--- src/rtl/data_bus_pkg.sv ---
// Shared defaults, target index map and address-select helper for the data-bus demux.
package data_bus_pkg;
  localparam int ADDR_W_DEF = 14;
  localparam int DATA_W_DEF = 32;
  localparam int TGT_MEM    = 0;
  localparam int TGT_PERIPH = 1;

  typedef enum logic {
    ST_IDLE = 1'b0,
    ST_BUSY = 1'b1
  } outst_state_e;

  // Top sel_w bits of an addr_w-bit byte address, zero-extended to 32 bits.
  function automatic logic [31:0] sel_of(input logic [31:0] addr, input int addr_w,
                                         input int sel_w);
    logic [31:0] mask;
    mask = (32'd1 << sel_w) - 32'd1;
    return (addr >> (addr_w - sel_w)) & mask;
  endfunction
endpackage

--- src/rtl/data_bus_outst_ctr.sv ---
// Outstanding-transaction tracker: counts in-flight requests and pins them to one target.
// Latency: ok_o is combinational from tgt_i; count and current target update on the clock edge.
// Backpressure: ok_o drops when full, or when a different target is requested while busy.
module data_bus_outst_ctr
  import data_bus_pkg::*;
#(
  parameter int TGT_W     = 2,
  parameter int MAX_OUTST = 2
) (
  input  logic             clk_i,
  input  logic             rst_ni,
  input  logic [TGT_W-1:0] tgt_i,
  input  logic             inc_i,
  input  logic             rsp_i,
  output logic             ok_o,
  output logic             busy_o,
  output logic [TGT_W-1:0] cur_tgt_o
);
  localparam int CNT_W = $clog2(MAX_OUTST + 1);

  outst_state_e     state_q;
  logic [CNT_W-1:0] cnt_q;
  logic [TGT_W-1:0] cur_tgt_q;
  logic             dec;

  assign busy_o    = (state_q == ST_BUSY);
  assign cur_tgt_o = cur_tgt_q;
  // A response with nothing in flight is stray and must not underflow the count.
  assign dec       = rsp_i & busy_o;
  assign ok_o      = (cnt_q < CNT_W'(MAX_OUTST)) & (~busy_o | (tgt_i == cur_tgt_q));

  always_ff @(posedge clk_i) begin
    if (!rst_ni) begin
      state_q   <= ST_IDLE;
      cnt_q     <= '0;
      cur_tgt_q <= TGT_W'(TGT_MEM);
    end else begin
      if (inc_i) cur_tgt_q <= tgt_i;
      unique case ({inc_i, dec})
        2'b10: begin
          cnt_q   <= cnt_q + CNT_W'(1);
          state_q <= ST_BUSY;
        end
        2'b01: begin
          cnt_q <= cnt_q - CNT_W'(1);
          if (cnt_q == CNT_W'(1)) state_q <= ST_IDLE;
        end
        default: ;
      endcase
    end
  end

  assert property (@(posedge clk_i) disable iff (!rst_ni) cnt_q <= CNT_W'(MAX_OUTST));
  assert property (@(posedge clk_i) disable iff (!rst_ni) inc_i |-> ok_o);
  assert property (@(posedge clk_i) disable iff (!rst_ni) busy_o == (cnt_q != '0));
endmodule

--- src/rtl/data_bus_demux.sv ---
// 1-to-NUM_TGT data-bus demux with in-order response tracking; DATA_BUS_DECERR_EN adds a decode-error pseudo-target.
// Latency: req/gnt combinational, responses forwarded with zero added latency (decode errors answer 1 cycle after grant).
// Backpressure: data_gnt_o held low while the tracker is full or a different target is still draining.
module data_bus_demux
  import data_bus_pkg::*;
#(
  parameter int  NUM_TGT   = 2,
  parameter int  ADDR_W    = ADDR_W_DEF,
  parameter int  DATA_W    = DATA_W_DEF,
  parameter int  MAX_OUTST = 2,
  localparam int BE_W      = DATA_W / 8,
  localparam int SEL_W     = (NUM_TGT > 1) ? $clog2(NUM_TGT) : 1
) (
  input  logic                      clk_i,
  input  logic                      rst_ni,
  input  logic                      data_req_i,
  output logic                      data_gnt_o,
  input  logic                      data_we_i,
  input  logic [BE_W-1:0]           data_be_i,
  input  logic [ADDR_W-1:0]         data_addr_i,
  input  logic [DATA_W-1:0]         data_wdata_i,
  output logic                      data_rvalid_o,
  output logic [DATA_W-1:0]         data_rdata_o,
  output logic                      data_err_o,
  output logic [NUM_TGT-1:0]        tgt_req_o,
  input  logic [NUM_TGT-1:0]        tgt_gnt_i,
  output logic                      tgt_we_o,
  output logic [BE_W-1:0]           tgt_be_o,
  output logic [DATA_W-1:0]         tgt_wdata_o,
  output logic [ADDR_W-SEL_W-1:0]   tgt_addr_o,
  input  logic [NUM_TGT-1:0]        tgt_rvalid_i,
  input  logic [NUM_TGT*DATA_W-1:0] tgt_rdata_i
);
  // One extra index value so the decode-error pseudo-target can be tracked like a real one.
  localparam int TGT_W = $clog2(NUM_TGT + 1);

  logic [31:0]       sel;
  logic              unmapped;
  logic [TGT_W-1:0]  tgt;
  logic [TGT_W-1:0]  cur_tgt;
  logic              ok;
  logic              busy;
  logic              rsp_cur;
  logic [DATA_W-1:0] rdata_cur;

  assign sel      = sel_of(32'(data_addr_i), ADDR_W, SEL_W);
  assign unmapped = (sel >= 32'(NUM_TGT));

`ifdef DATA_BUS_DECERR_EN
  logic err_pend;
  assign tgt = unmapped ? TGT_W'(NUM_TGT) : TGT_W'(sel);
`else
  assign tgt = unmapped ? TGT_W'(NUM_TGT - 1) : TGT_W'(sel);
`endif

  assign tgt_we_o    = data_we_i;
  assign tgt_be_o    = data_be_i;
  assign tgt_wdata_o = data_wdata_i;
  assign tgt_addr_o  = data_addr_i[ADDR_W-SEL_W-1:0];

  always_comb begin
    tgt_req_o = '0;
    for (int k = 0; k < NUM_TGT; k++) begin
      if (tgt == TGT_W'(k)) tgt_req_o[k] = data_req_i & ok;
    end
  end

`ifdef DATA_BUS_DECERR_EN
  assign data_gnt_o = (|(tgt_req_o & tgt_gnt_i)) | (data_req_i & ok & unmapped);
`else
  assign data_gnt_o = |(tgt_req_o & tgt_gnt_i);
`endif

  always_comb begin
    rsp_cur   = 1'b0;
    rdata_cur = '0;
    for (int k = 0; k < NUM_TGT; k++) begin
      if (cur_tgt == TGT_W'(k)) begin
        rsp_cur   = tgt_rvalid_i[k];
        rdata_cur = tgt_rdata_i[k*DATA_W +: DATA_W];
      end
    end
`ifdef DATA_BUS_DECERR_EN
    if (cur_tgt == TGT_W'(NUM_TGT)) rsp_cur = err_pend;
`endif
  end

`ifdef DATA_BUS_DECERR_EN
  // Unmapped accesses answer exactly one cycle after their grant; writes go nowhere.
  always_ff @(posedge clk_i) begin
    if (!rst_ni) err_pend <= 1'b0;
    else         err_pend <= data_gnt_o & unmapped;
  end
  assign data_err_o = data_rvalid_o & (cur_tgt == TGT_W'(NUM_TGT));
`else
  assign data_err_o = 1'b0;
`endif

  assign data_rvalid_o = rsp_cur & busy;
  assign data_rdata_o  = data_rvalid_o ? rdata_cur : '0;

  data_bus_outst_ctr #(
    .TGT_W    (TGT_W),
    .MAX_OUTST(MAX_OUTST)
  ) u_ctr (
    .clk_i    (clk_i),
    .rst_ni   (rst_ni),
    .tgt_i    (tgt),
    .inc_i    (data_gnt_o),
    .rsp_i    (rsp_cur),
    .ok_o     (ok),
    .busy_o   (busy),
    .cur_tgt_o(cur_tgt)
  );
endmodule
--- config.mk ---
export PLATFORM = sky130hd
export DESIGN_NAME = data_bus_demux
export DESIGN_NICKNAME = d
export VERILOG_FILES = /design/src/rtl/data_bus_pkg.sv /design/src/rtl/data_bus_outst_ctr.sv /design/src/rtl/data_bus_demux.sv
export SDC_FILE = /design/constraint.sdc
export NUM_CORES = 1
export LEC_CHECK = 0
export CAP_MARGIN = 30
export CORE_AREA = 2 2 82 84
export DETAILED_ROUTE_END_ITERATION = 12
export DIE_AREA = 0 0 84 86
export PLACE_DENSITY = 0.74
export SETUP_SLACK_MARGIN = 0.2
export SLEW_MARGIN = 20
export SYNTH_ARGS = -nofsm -noshare
export SYNTH_HDL_FRONTEND = slang
export SYNTH_SLANG_ARGS = --single-unit
--- constraint.sdc ---
create_clock -name clk_i -period 2.9 [get_ports clk_i]
set_clock_uncertainty 0.05 [all_clocks]
set_input_delay 0.29 -clock clk_i [delete_from_list [all_inputs] [get_ports clk_i]]
set_output_delay 0.29 -clock clk_i [all_outputs]
set_load 0.1 [all_outputs]
Word level (Yosys, flattened, before mapping):

Index checks and enable logic that the tools add are counted.

* $add $sub $neg: 2
* muxes and demuxes: 11
* bitwise operators: 6
* magnitude comparators: 2
* equal/unequal tests: 7
* reduce and logical (&&, ||, !) cells: 5

Operators by type and width (count)
* 32-bit two-way mux: 3
* 2-bit by 1-bit == test with 1-bit output (second input constant): 3
* 1-bit two-way mux: 6
* 2-bit logical NOT: 2
* 2-bit one-hot mux with 2 select lines: 1
* 1-bit AND: 3
* 2-bit by 1-bit adder with 2-bit output (second input constant): 1
* 2-bit AND: 1
* 1-bit by 2-bit == test with 1-bit output: 1
* 2-bit == test (second input constant): 1
* 1-bit by 2-bit >= comparator with 1-bit output (second input constant): 1
* 2-bit less-than comparator (second input constant): 1
* 2-bit by 1-bit inequality test with 1-bit output (second input constant): 1
* 1-bit one-hot mux with 2 select lines: 1
* 2-bit AND reduction: 1
* 2-bit nonzero test: 1
* 2-bit OR reduction: 1
* 2-bit by 1-bit subtractor with 2-bit output (second input constant): 1
* 1-bit == test (second input constant): 1
* 1-bit inverter: 1
* 1-bit OR: 1

* output and inout bits: 87
* bits in registers: 5

Longest topological paths before layout:

Gate-level depths: netlist of run 1.

* depth after elaboration: 12
* gate-level depth with buffers: 9

Cells and area by module:

Synthesis of run 1 repeated with hierarchy kept, for this count alone.

* cells, all modules: 168
* area total of the unflattened synthesis: 1437.6 um^2

Modules (own cells, without submodules)
* data_bus_demux: area an instance 1144.8 um^2, instances 1, cells each 134, sequential area each 0.0 um^2
* data_bus_outst_ctr: area an instance 292.8 um^2, instances 1, cells each 34, sequential area each 100.1 um^2

Worst setup path after synthesis of run 1:

Ideal clock, no wire load.

* path type: register to output
* start point: register u_ctr.cur_tgt_q[0], in the netlist u_ctr.cur_tgt_o[0]
* end point: output tgt_req_o[0]
* arrival: 2912 ps
* data required time: 2560 ps
* stages on the path, launching flop included: 4
* setup slack: -352 ps
* cells stage by stage: dfxtp_1 > buf_6 > buf_2 > a211oi_1

* cells in the longest elaborated chain, start to end: 5

RTL lines
* from (decl): RTL line data_bus_outst_ctr.sv:23 `logic [TGT_W-1:0] cur_tgt_q;`
* from (signal assigned): RTL line data_bus_outst_ctr.sv:36 `cur_tgt_q <= TGT_W'(TGT_MEM);`
* from (signal assigned): RTL line data_bus_outst_ctr.sv:38 `if (inc_i) cur_tgt_q <= tgt_i;`
* 1-bit by 2-bit == test with 1-bit output: RTL line data_bus_outst_ctr.sv:30 `assign ok_o = (cnt_q < CNT_W'(MAX_OUTST)) & (~busy_o | (tgt_i == cur_tgt_q));`
* 1-bit OR: RTL line data_bus_outst_ctr.sv:30
* 1-bit AND: RTL line data_bus_outst_ctr.sv:30
* 1-bit AND: RTL line data_bus_demux.sv:64 `if (tgt == TGT_W'(k)) tgt_req_o[k] = data_req_i & ok;`
* 1-bit two-way mux: RTL line data_bus_demux.sv:64
* to (decl): RTL line data_bus_demux.sv:25 `output logic [NUM_TGT-1:0] tgt_req_o,`

Every way passes these cells.

Final worst setup path of run 1:

* start point: register u_ctr.cur_tgt_q[0], in the netlist u_ctr.cur_tgt_o[0]
* end point: output tgt_req_o[1]

Same word-level chain as after synthesis.

==> impl_metrics.yaml, run 1 <==
global_route:
  antenna_found_initial: 0
  grt_overflow: 0
  grt_pass1_wl_um: 6127
  grt_pass1_vias: 1248
  grt_usage_pct: 10.49
  grt_max_degree: 35
floorplan:
  rows: 29
  die_area_mm2: 0.007224
  die_w_um: 84
  dieHeight_um: 86
  coreArea_mm2: 0.006277
  start_util_pct: 18.82
  io_pins: 209
cts:
  cts.root.buffer_cell: "clkbuf_8"
  cts_setup_buffers: 0
  clk_pin_slew_worst_paths_ps: 30
  h-tree-depth: 1
  clk_path_buf_depth: 2
  cts.sinks: 4
  clock_latency_ps: 210
  cts_hold_buffers: 0
  post_cts_resized: 0
  cts_tree: "done"
  cts_buffers: 3
timing:
  fin_crit_ps: 2179
  hold_viol_final: 0
  timing.setup.tns_ps: 0
  setup_viol: 0
  slew_violations: 0
  rsz0062_at_grt: "no"
  finalCritPeriodShare_pct: 75.14
  fmax_ghz: 0.4589
yosys:
  syn-instance-count: 157
  yosysWarningCount: 0
  synth_xor_area_share_pct: 2.225
  synthSimpleGateAreaFrac_pct: 16.10
  synth_top_family_by_area: "buffers and inverters"
  synth.distinct_cells: 23
  seq_area_frac_synth_pct: 6.780
  syn-cell-area_mm2: 0.001181
  syn_avg_cell_area_um2: 7.523
  synth_compound_gate_area_share_pct: 3.390
  syn_nets: 282
  synthAdderAreaFrac_pct: 3.178
  synth.area.mux_share_pct: 29.24
  ys_seq_elements: 4
run_status:
  status: "complete, no violations"
final_layout:
  fin_nets: 338
  drive_gt1_share_pct: 21.33
  syn2layout_area_growth_pct: 93.96
  final_area_mm2: 0.002291
  fillCellCount: 609
  final_core_util_pct: 36.50
  antenna_cells: 0
  layout_common_cells: "clkdlybuf4s50_1 (71), mux2i_1 (33), nor2_1 (33), buf_12 (33), buf_4 (5)"
  final_common_cell: "clkdlybuf4s50_1"
setup_path:
  worstSetupPathType: "flop to output port"
  required_ps: 2560
  crit_path_end_kind: "output port"
  critPathMaxFanout: 25
  r2r_cells: 6
  critical_path.max_stage_delay_ps: 430
  crit_path_frequent_cell: "buf_4"
  start_kind: "flop"
  worstPathArrival_ps: 1840
  cp_slowest_cell: "buf_4"
  crit_chain: "buf_4 -> buf_4 -> o21ai_0 -> nor2_1 -> buf_4"
pwr:
  p_per_area_mw_per_mm2: 291.0
  total_power_w: 0.0006667
  irDropWorstVdd_uv: 159.5
  power.leakage_nw: 0.8679
detailed_routing:
  wire_per_inst_um: 14.03
  drt_iter0_drc: 7
  avgViaCountPerCell: 4.191
  vias: 1207
  firstDrtPassIters: 4
  ant_nets: 0
  route.detailed.drc: 0
  wl_um: 4040
placement:
  portBuffers: 107
  hpwlAfterDp_um: 3463
  finalWeightedCongestion: 0.7266
  dpl_cell_area_mm2: 0.002250
flow_run:
  maxCapViolCount: 0
worst_hold_path:
  worst_hold_path_type: "input port to output port"
  hold_path_depth: 0
cell families after synthesis:
kind of cell,after synthesis
compound gates,6
fa+ha+maj,3
other cells,1
xor+xnor,3
simple gates,44
flops,4
buf+inv,62
mux,34
path summary, 6_finish.rpt:
kind                                          from  slack, ps              to
worst min register to register      u_ctr.cnt_q[1]        540  u_ctr.cnt_q[1]
worst max-delay path            u_ctr.cur_tgt_o[0]        720    tgt_req_o[1]
worst min-delay path                data_addr_i[0]        530   tgt_addr_o[0]
worst max register to register  u_ctr.cur_tgt_o[0]       1040  u_ctr.cnt_q[0]
Yosys cell counts (all sizes together):
| cell type | n | area share, % |
|---|---|---|
| a21oi | 1 | 0.42 |
| and2 | 2 | 1.1 |
| nand2 | 5 | 2.2 |
| o32ai | 1 | 0.74 |
| xor2 | 2 | 1.5 |
| nor2b | 2 | 1.1 |
| a211oi | 1 | 0.64 |
| nand2b | 1 | 0.53 |
| mux2 | 1 | 1.3 |
| ha | 3 | 3.2 |
| buf | 58 | 37 |
| a211o | 1 | 0.74 |
| o21ai | 2 | 0.85 |
| mux2i | 33 | 28 |
| inv | 4 | 1.3 |
| dfxtp | 4 | 6.8 |
| nor2 | 33 | 10 |
| conb | 1 | 0.32 |
| nor4b | 1 | 0.74 |
| xnor2 | 1 | 0.74 |
state kept, by name (all words and copies together) (netlist names):
signal,cells
u_ctr.cnt_q,2
u_ctr.cur_tgt_o,1
u_ctr.busy_o,1
critical path: cells and delay by family, from the launching register on:
kind / cells / cell delay [ps]
DFF: 1 / 330
buffers and inverters: 3 / 960
AOI/OAI and AO/OA: 1 / 180
and+or+nand+nor: 1 / 130
through the flow:
stage / instances / worst slack [ps] / hold slack, ps
floorplan: 157 / 449.8 / 361.7
global route: 288 / 622.7 / 530.1
detailed placement: 285 / 676.7 / 530.7
global placement: 285 / 739.4 / 505.3
finish: 288 / 721.0 / 530.0
CTS: 288 / 677.0 / 530.7
layout make-up:
type / count / area, µm² / share of cell area, %
Sequential cell: 4 / 81.33 / 3.550
Multi-Input combinational cell: 91 / 648.1 / 28.29
Clock buffer: 3 / 41.29 / 1.802
Inverter: 4 / 15.01 / 0.6554
Timing Repair Buffer: 109 / 1409 / 61.50
Tap cell: 77 / 96.34 / 4.205
power breakdown:
part | internal, W | total (W) | switching [W]
clock network | 0.0000884 | 0.000116 | 0.0000275
logic | 0.000211 | 0.000480 | 0.000269
registers | 0.0000627 | 0.0000709 | 0.00000810
metal layers:
metal	GRT usage, %	vias up	share of wire, %
met4	4.839	0	3.8
met1	9.456	516	32
met3	4.235	20	12
met2	20.44	104	52
li1	-	567	-
met5	0	-	0
Note: power is estimated with default switching activity, not from simulation.
==> run 2: changes to the inputs <==
--- a/config.mk
+++ b/config.mk
@@ -6,10 +6,10 @@
 export NUM_CORES = 1
 export LEC_CHECK = 0
 export CAP_MARGIN = 30
-export CORE_AREA = 2 2 82 84
+export CORE_MARGIN = 1.5
+export CORE_UTILIZATION = 19
 export DETAILED_ROUTE_END_ITERATION = 12
-export DIE_AREA = 0 0 84 86
-export PLACE_DENSITY = 0.74
+export PLACE_DENSITY = 0.78
 export SETUP_SLACK_MARGIN = 0.2
 export SLEW_MARGIN = 20
 export SYNTH_ARGS = -nofsm -noshare
==> constraint.sdc (replaced) <==
create_clock -name clk_i -period 2 [get_ports clk_i]
set_clock_uncertainty 0.05 [all_clocks]
set_input_delay 0.2 -clock clk_i [delete_from_list [all_inputs] [get_ports clk_i]]
set_output_delay 0.2 -clock clk_i [all_outputs]
set_load 0.1 [all_outputs]
==> impl_metrics.yaml, run 2 (same netlist as run 1, synthesis figures left out) <==
setup_path:
  worstSetupPathType: "flop to output port"
  crit_path_start: "u_ctr.cur_tgt_o[0]"
  worstPathArrival_ps: 1530
  r2r-start: "u_ctr.cur_tgt_o[0]"
  r2r_end: "u_ctr.busy_o"
  critPathMaxFanout: 8
  endpoint: "data_rdata_o[17]"
  r2r_cells: 8
  start_kind: "flop"
  reg2reg_slack_ps: 320
  crit_path_end_kind: "output port"
  required_ps: 1750
global_route:
  grt_overflow: 0
  antenna_found_initial: 0
  grt_usage_pct: 11.34
  grt_pass1_wl_um: 5954
  grt_pass1_vias: 1291
  grt_max_degree: 17
floorplan:
  dieHeight_um: 81.85
  die_w_um: 81.85
  io_pins: 209
  rows: 28
  die_area_mm2: 0.006699
  coreArea_mm2: 0.005956
  start_util_pct: 19.83
flow_run:
  maxCapViolCount: 0
cts:
  cts.root.buffer_cell: "clkbuf_8"
  cts_buffers: 3
  clk_pin_slew_worst_paths_ps: 30
  cts_tree: "done"
  h-tree-depth: 1
  clock_latency_ps: 220
  cts.sinks: 4
  clk_path_buf_depth: 2
timing:
  rsz0062_at_grt: "yes"
  fin_crit_ps: 1781
  setup_viol: 0
  hold_viol_final: 0
  finalCritPeriodShare_pct: 89.07
  slew_violations: 0
  fmax_ghz: 0.5613
placement:
  portBuffers: 107
  finalWeightedCongestion: 0.6652
  dpl_cell_area_mm2: 0.002549
  hpwlAfterDp_um: 3456
final_layout:
  largest_reg_flops: 2
  fin_nets: 356
  antenna_cells: 0
  syn2layout_area_growth_pct: 136.8
  layout_common_cells: "clkdlybuf4s50_1 (69), buf_12 (39), mux2i_1 (33)"
  largest_register: "u_ctr.cnt_q"
  final_common_cell: "clkdlybuf4s50_1"
  drive_gt1_share_pct: 42.79
  final_area_mm2: 0.002796
  final_core_util_pct: 46.95
detailed_routing:
  ant_nets: 0
  wire_per_inst_um: 13.80
  firstDrtPassIters: 4
  avgViaCountPerCell: 4.161
  route.detailed.drc: 0
  wl_um: 4195
  drt_iter0_drc: 15
  vias: 1265
pwr:
  p_per_area_mw_per_mm2: 399.9
  irDropWorstVdd_uv: 356.8
  power.leakage_nw: 1.007
run_status:
  status: "complete, no violations"
worst_hold_path:
  worst_hold_path_type: "input port to output port"
-- run 2: area by class of cell --
type                    instances  area [µm²]
multi-input cells              91       899.6
fillers                       537        3159
clock buffers                   3       41.29
well taps                      75       93.84
repair buffers                127        1659
inverters                       4       18.77
flip-flops and latches          4       83.83
-- run 2: per-stage QoR --
stage | std cells | TNS [ps] | hold WS, ps | setup slack (ps) | power (W)
2_1_floorplan | 157 | -1864 | 271.7 | -281.0 | 0.001036
3_3_place_gp | 288 | 0 | 350.7 | 104.7 | 0.0008916
3_5_place_dp | 288 | 0 | 350.7 | 74.86 | 0.0009009
4_1_cts | 302 | 0 | 350.7 | 170.2 | 0.001109
5_1_grt | 304 | 0 | 350.1 | 162.3 | 0.001171
6_report | 304 | 0 | 350.0 | 218.5 | 0.001118
-- run 2: report_power, final --
group / switching [W] / internal (W) / leakage [nW] / total, W
logic: 0.000457 / 0.000387 / 0.952 / 0.000843
registers: 0.0000141 / 0.0000904 / 0.0335 / 0.000105
clock network: 0.0000420 / 0.000128 / 0.0216 / 0.000170
total: 0.000513 / 0.000605 / 1.01 / 0.00112
-- run 2: critical path: stages (launching register included) --
cell and delay (ps):
dfxtp_4 360, mux2_4 330, nand2_8 100, buf_12 140
buf_12 150, nor2_4 50, buf_12 160
-- run 2: layer usage --
layer	vias to the layer above	wire length [µm]	track usage [%]
li1	604	-	-
met1	567	1450	11.66
met2	88	2239	21.64
met3	6	457	3.556
met4	0	47	3.390
met5	-	0	0
-- run 2: how the worst min path moves through the flow --
stage / from / end / slack [ps] / cells after the start
3_3_place_gp: data_addr_i[7] / tgt_addr_o[7] / 350 / 0
6_report: data_addr_i[3] / tgt_addr_o[3] / 350 / 0
4_1_cts: data_addr_i[7] / tgt_addr_o[7] / 350 / 0
2_1_floorplan: rst_ni / u_ctr.cnt_q[1] / 270 / 1
5_1_grt: data_wdata_i[23] / tgt_wdata_o[23] / 350 / 0
3_5_place_dp: data_addr_i[7] / tgt_addr_o[7] / 350 / 0
-- run 2: what timing repair did --
action                                  in CTS  in global routing
pin swaps                                    0                 23
setup buffers                               11                  0
endpoints found under the setup margin      33                 28
gates cloned                                 0                  2
gates resized for setup                     12                  7
hold buffers                                 0                  0
==> run 3: changes to the inputs <==
--- a/config.mk
+++ b/config.mk
@@ -11,6 +11,7 @@
 export DETAILED_ROUTE_END_ITERATION = 12
 export PLACE_DENSITY = 0.78
 export SETUP_SLACK_MARGIN = 0.2
+export SKIP_CTS_REPAIR_TIMING = 1
 export SLEW_MARGIN = 20
 export SYNTH_ARGS = -nofsm -noshare
 export SYNTH_HDL_FRONTEND = slang
==> constraint.sdc (replaced) <==
create_clock -name clk_i -period 2 [get_ports clk_i]
set_clock_uncertainty 0.05 [all_clocks]
set_input_delay 0.2 -clock clk_i [delete_from_list [all_inputs] [get_ports clk_i]]
set_output_delay 0.2 -clock clk_i [all_outputs]
set_load 0.02 [all_outputs]
==> impl_metrics.yaml, run 3 (same netlist as run 1, synthesis figures left out) <==
setup_path:
  cp_slowest_cell: "dfxtp_4"
  r2r_cells: 8
  worstPathArrival_ps: 1810
  critPathMaxFanout: 6
  worstPathBufferInverterCount: 2
  cp.depth: 8
  path_delay_family: "flip-flops"
  reg2reg_slack_ps: 240
  crit_path_end_kind: "flop"
  critical_path.max_stage_delay_ps: 400
  worstSetupPathType: "flop to flop"
  required_ps: 2060
  crit_chain: "mux2_4 -> nand2_8 -> inv_1 -> buf_4 -> ha_4 -> xor2_1 -> o21ai_0 -> and2_1"
  start_kind: "flop"
cts:
  cts.root.buffer_cell: "clkbuf_8"
  clock_latency_ps: 220
  cts_tree: "done"
  clk_pin_slew_worst_paths_ps: 30
  h-tree-depth: 1
  cts.sinks: 4
  clk_path_buf_depth: 2
  cts_buffers: 3
detailed_routing:
  ant_nets: 0
  firstDrtPassIters: 4
  wl_um: 3903
  route.detailed.drc: 0
  vias: 1214
  avgViaCountPerCell: 4.129
  drt_iter0_drc: 30
  wire_per_inst_um: 13.28
global_route:
  grt_max_degree: 35
  grt_pass1_wl_um: 4871
  antenna_found_initial: 0
  grt_pass1_vias: 1089
  grt_usage_pct: 9.737
  grt_overflow: 0
final_layout:
  syn2layout_area_growth_pct: 83.58
  final_area_mm2: 0.002168
  fillCellCount: 591
  stdcell_count: 294
  final_common_cell: "clkdlybuf4s50_1"
  antenna_cells: 0
  largest_register: "u_ctr.cnt_q"
  fin_nets: 346
  layout_common_cells: "clkdlybuf4s50_1 (70), dlymetal6s2s_1 (36), mux2i_1 (33), nor2_1 (33), buf_4 (7)"
  largest_reg_flops: 2
  drive_gt1_share_pct: 8.676
floorplan:
  die_w_um: 81.85
  die_area_mm2: 0.006699
  start_util_pct: 19.83
  coreArea_mm2: 0.005956
  dieHeight_um: 81.85
  io_pins: 209
  rows: 28
timing:
  finalCritPeriodShare_pct: 87.79
  timing.setup.tns_ps: 0
  rsz0062_at_grt: "yes"
  fin_crit_ps: 1756
  whs_ps: 350.0
  hold_viol_final: 0
  slew_violations: 0
  fmax_ghz: 0.5695
  setup_viol: 0
placement:
  hpwlAfterDp_um: 3050
  dp_cells: 288
  finalWeightedCongestion: 0.7777
  dpl_cell_area_mm2: 0.001982
  portBuffers: 107
flow_run:
  maxCapViolCount: 0
worst_hold_path:
  worst_hold_path_type: "input port to output port"
  hold_path_depth: 0
run_status:
  status: "complete, no violations"
pwr:
  power.leakage_nw: 1.377
  irDropWorstVdd_uv: 168.0
  p_per_area_mw_per_mm2: 332.3
-- run 3: cell count changes in the layout (fill, tap and decap cells not counted), moves of 7 or more --
| cell | previous run | this run |
|---|---|---|
| buf_12 | 39 | 2 |
| nor2_4 | 30 | 0 |
| dlymetal6s2s_1 | 1 | 36 |
| buf_4 | 14 | 7 |
| nor2_1 | 1 | 33 |
-- run 3: through the flow --
stage	utilization (%)	power [W]	setup slack, ps
6_report	36.41	0.0007205	244.1
5_1_grt	36.41	0.0007761	173.5
4_1_cts	33.97	0.0007179	-239.8
3_5_place_dp	33.28	0.0005398	-162.9
3_3_place_gp	33.28	0.0005304	-110.5
2_1_floorplan	-	0.0004479	221.1
-- run 3: final timing paths --
kind                       from              to
max          u_ctr.cur_tgt_o[0]  u_ctr.cnt_q[1]
min             data_addr_i[12]  tgt_addr_o[12]
max reg2reg  u_ctr.cur_tgt_o[0]  u_ctr.cnt_q[1]
min reg2reg      u_ctr.cnt_q[0]  u_ctr.cnt_q[0]
-- run 3: report_power, final --
part	switching, W	internal [W]	total (W)
registers	0.0000195	0.0000909	0.000110
clock network	0.0000445	0.000129	0.000173
logic	0.000171	0.000266	0.000437
total	0.000235	0.000486	0.000721
-- run 3: per-layer routing --
metal  track usage (%)  wire length, µm  up-vias
met3             3.778              436       26
li1                  -                -      583
met4             6.780              227        0
met2             18.52             2005       86
met5                 0                0        -
met1             8.143             1234      519
-- run 3: cell type report --
| type | count | area (µm²) | area share (%) |
|---|---|---|---|
| Sequential cell | 4 | 85.08 | 3.924 |
| Timing Repair Buffer | 116 | 1249 | 57.59 |
| Multi-Input combinational cell | 92 | 684.4 | 31.56 |
| Clock buffer | 3 | 41.29 | 1.904 |
| Inverter | 4 | 15.01 | 0.6924 |
| Tap cell | 75 | 93.84 | 4.328 |
